### src/rtl/sequence_generator_1101.sv
// Burst generator for the serial pattern 1101, N patterns per burst, overlapped or not.
// Optional build macro SEQGEN_GAP_EN inserts a 0 gap bit between non-overlapped patterns.
module sequence_generator_1101 (
   input  logic       clk,
   input  logic       rst_n,
   input  logic       start,
   input  logic       mode,
   input  logic [3:0] count,
   output logic       data,
   output logic       valid,
   output logic       busy,
   output logic       done
);

   typedef enum logic [2:0] {
      IDLE = 3'd0,
      B0   = 3'd1,
      B1   = 3'd2,
      B2   = 3'd3,
      B3   = 3'd4,
`ifdef SEQGEN_GAP_EN
      GAP  = 3'd5,
`endif
      DONE = 3'd6
   } state_t;

   state_t     state_q, state_d;
   logic [3:0] remaining_q, remaining_d;
   logic       mode_q, mode_d;
   logic       data_q, data_d;
   logic       valid_q, valid_d;
   logic       busy_q, busy_d;
   logic       done_q, done_d;

   // Outputs are decoded from the next state so they appear registered alongside it.
   always_comb begin
      state_d     = state_q;
      remaining_d = remaining_q;
      mode_d      = mode_q;
      data_d      = 1'b0;
      valid_d     = 1'b0;
      busy_d      = 1'b0;
      done_d      = 1'b0;

      case (state_q)
         IDLE: begin
            if (start && (count != 4'd0)) begin
               mode_d      = mode;
               remaining_d = count;
               state_d     = B0;
            end
         end
         B0: state_d = B1;
         B1: state_d = B2;
         B2: state_d = B3;
         B3: begin
            if (remaining_q > 4'd1) begin
               remaining_d = remaining_q - 4'd1;
`ifdef SEQGEN_GAP_EN
               state_d     = mode_q ? B1 : GAP;
`else
               state_d     = mode_q ? B1 : B0;
`endif
            end else begin
               remaining_d = 4'd0;
               state_d     = DONE;
            end
         end
`ifdef SEQGEN_GAP_EN
         GAP: state_d = B0;
`endif
         DONE: state_d = IDLE;
         default: state_d = IDLE;
      endcase

      case (state_d)
         B0, B1, B3: begin
            data_d  = 1'b1;
            valid_d = 1'b1;
            busy_d  = 1'b1;
         end
         B2: begin
            valid_d = 1'b1;
            busy_d  = 1'b1;
         end
`ifdef SEQGEN_GAP_EN
         GAP: begin
            valid_d = 1'b1;
            busy_d  = 1'b1;
         end
`endif
         DONE: done_d = 1'b1;
         default: ;
      endcase
   end

   always_ff @(posedge clk or negedge rst_n) begin
      if (!rst_n) begin
         state_q     <= IDLE;
         remaining_q <= 4'd0;
         mode_q      <= 1'b0;
         data_q      <= 1'b0;
         valid_q     <= 1'b0;
         busy_q      <= 1'b0;
         done_q      <= 1'b0;
      end else begin
         state_q     <= state_d;
         remaining_q <= remaining_d;
         mode_q      <= mode_d;
         data_q      <= data_d;
         valid_q     <= valid_d;
         busy_q      <= busy_d;
         done_q      <= done_d;
      end
   end

   assign data  = data_q;
   assign valid = valid_q;
   assign busy  = busy_q;
   assign done  = done_q;

endmodule

### config.mk
export PLATFORM = sky130hd
export DESIGN_NAME = sequence_generator_1101
export DESIGN_NICKNAME = d
export VERILOG_FILES = /design/src/rtl/sequence_generator_1101.sv
export SDC_FILE = /design/constraint.sdc
export NUM_CORES = 1
export LEC_CHECK = 0
export BUFFER_PORTS_ARGS = -buffer_cell sky130_fd_sc_hd__buf_2
export CORE_AREA = 2 2 46 48
export DETAILED_ROUTE_END_ITERATION = 8
export DIE_AREA = 0 0 48 50
export PLACE_DENSITY = 0.57
export SLEW_MARGIN = 20
export SYNTH_ARGS = -nofsm -noshare
export SYNTH_HDL_FRONTEND = slang
export SYNTH_SLANG_ARGS = --single-unit
### constraint.sdc
create_clock -name clk -period 3.55 [get_ports clk]
set_input_delay 0.5325 -clock clk [delete_from_list [all_inputs] [get_ports clk]]
set_output_delay 0.5325 -clock clk [all_outputs]
set_load 0.01 [all_outputs]
==> out/metrics.cfg <==
[outcome]
status=completed

[synthesis]
synth_warnings=0
yosys.area.top_type=dfrtp_1
synth_most_common_cell=dfrtp_1
synthArstFlopShare_pct=100
ys_seq_area_share_pct=44.1
syn-mean-instance-area_um2=9.32
synthCells=67
synth.area.top_cells=dfrtp_1, ha_1, o21ai_0
syn-num-nets=77
ys_types=27
yosys-top-cells-count=dfrtp_1, nand2_1, nor2_1
yosys_register_bits=11
synthFlopType=dfrtp_1
synth_edf_count=0
synth_top_cell_area_share_pct=44.1
syn_area_um2=624

[clocking]
cts_tree=done
numCtsBuffers=3
clk-insertion-delay-late_ns=0.28
clk_path_buf_depth=2
cts_resized=0
clk_pin_slew_ns=0.08
cts_hold_buf=0
htree_levels=1
cts_sinks=11
cts_setup_buffers=0
root_buffer=clkbuf_4

[critical_path]
worstPathArrival_ns=1.82
cp-end-kind=register
worstSetupStartpointType=register
cp.required_ns=3.72
crit_fanout=5
worst-setup-path-type=reg2reg

[timing]
clock-skew-final_ns=0.00693
relSlewSlack_pct=61.9
grt_setup_unrepaired=false
finalCritPeriodShare_pct=46.6
tightest_slew_ns=0.564
finalMaxSlewViolations=0
fin_crit_ns=1.65
finalHoldViolations=0
fin_tns_setup_ns=0
fmax_mhz=605
setup_viol=0

[min_path]
hold_path_class=in2async

[floorplanning]
rows=16
dieArea_mm2=0.00240
start_util_pct=32.8
num_io_pins=12
dieWidth_um=48
core-area_mm2=0.00190
die_y_um=50

[grt]
grt_pass1_vias=459
overflow=0
grt_use_total_pct=11.8
grt_start_max_net_pins=12
grt_pass1_wl_um=1940
antenna_found_initial=0

[power_and_ir_drop]
powerDensity_mw_per_mm2=837
p_sw_share_pct=43.2
ir_worst_vdd_uv=238
pwr-share-comb_pct=44.6
p_int_uw=337
power.switching_uw=256
power_leakage_nw=0.315
clockPowerShare_pct=14.9
pwr-share-seq_pct=40.5

[routing]
route.vias.total=520
avgRoutedWirePerCell_um=10.6
drc=0
drt.antenna.violating_nets=0
wl_um=1120
vias_per_cell=4.91
dr.first_iter.drc_count=7
dr.pass1.iters=5

[place]
placed_cells=102
place_congestion=0.800
io_buffers=11
dp_hpwl_um=887

[cells_and_area]
stdcell_count=106
syn_to_final_growth_pct=13.6
antenna_cells=0
layout.nets=90
drive_gt1_share_pct=22.8

[run]
maxCapViolCount=0

-- metrics by stage --
stage / power [mW] / hold slack, ns / setup slack [ns] / util [%] / instance area, µm²
floorplan: 0.465 / 0.237 / 2.03 / - / 624
global placement: 0.509 / 0.412 / 1.87 / 35.9 / 683
detailed placement: 0.510 / 0.415 / 1.86 / 35.9 / 683
CTS: 0.601 / 0.111 / 1.89 / 37.3 / 709
global route: 0.660 / 0.118 / 1.81 / 37.3 / 709
finish: 0.594 / 0.103 / 1.90 / 37.3 / 709
-- metal layers --
layer	global-route usage, %	share of wire [%]
met2	16.4	48
met5	0	0
met3	3.30	3.0
met4	9.46	4.1
met1	14.4	45
-- logic make-up after synthesis --
kind of cell	count (synthesis)	synth area share [%]
compound gates	25	27.3
fa+ha+maj	2	4.01
buf+inv	8	7.82
flops	11	44.1
mux	1	1.80
simple gates	20	15.0
-- area by class of cell --
class | instances | area (µm²)
Multi-Input combinational cell | 48 | 300
Sequential cell | 11 | 275
Timing Repair Buffer | 11 | 55.1
Tap cell | 27 | 33.8
Fill cell | 186 | 1190
Inverter | 5 | 18.8
Clock buffer | 4 | 26.3
-- worst max-delay path, cell delays in order, from the launching register on --
cell	delay, ns
dfrtp_1	0.40
inv_1	0.08
ha_1	0.22
or2_2	0.36
a21oi_1	0.20
o21ai_0	0.11
o21a_1	0.17
-- worst paths after layout --
check                                from    endpoint  slack (ns)  cells past startpoint
max                        remaining_q[0]  state_q[1]        1.90                      6
min                                 rst_n      mode_q        0.10                      1
max reg2reg                remaining_q[0]  state_q[1]        1.90                      6
min reg2reg                        mode_q      mode_q        0.53                      1
max in group asynchronous           rst_n        busy        3.25                      1
min in group clk                     mode      mode_q        0.48                      2
-- power groups by stage --
stage	Sequential, mW	Clock [mW]	Combinational, mW
floorplan	0.227	0	0.237
global placement	0.242	0	0.266
detailed placement	0.242	0	0.268
CTS	0.240	0.0913	0.269
global route	0.254	0.0984	0.307
finish	0.240	0.0884	0.265
-- layout by cell type (no fill, tap or decap) --
| cell | count |
|---|---|
| dfrtp_1 | 11 |
| buf_2 | 11 |
| nor2_1 | 6 |
| nand2_1 | 6 |
| inv_1 | 5 |
| o21ai_0 | 5 |
| a21oi_1 | 4 |
| o21ai_1 | 4 |
| nor3_1 | 3 |
| a22oi_1 | 3 |
| clkbuf_4 | 3 |
| ha_1 | 2 |
| or2_2 | 1 |
| or3b_1 | 1 |
| nand2b_1 | 1 |
| o22ai_1 | 1 |
| o41ai_1 | 1 |
| a21o_1 | 1 |
| nand3_1 | 1 |
| or2b_1 | 1 |
| o21a_1 | 1 |
| o41a_1 | 1 |
| o21ai_2 | 1 |
| a21oi_4 | 1 |
| a32oi_1 | 1 |
| a211oi_1 | 1 |
| mux2_2 | 1 |
| clkbuf_1 | 1 |
-- flip-flops by register name, indices dropped and copies added, names as in the netlist --
signal       cells
state_q          3
mode_q           1
done             1
remaining_q      4
data             1
busy             1
Power figures use the tool's default switching activity.
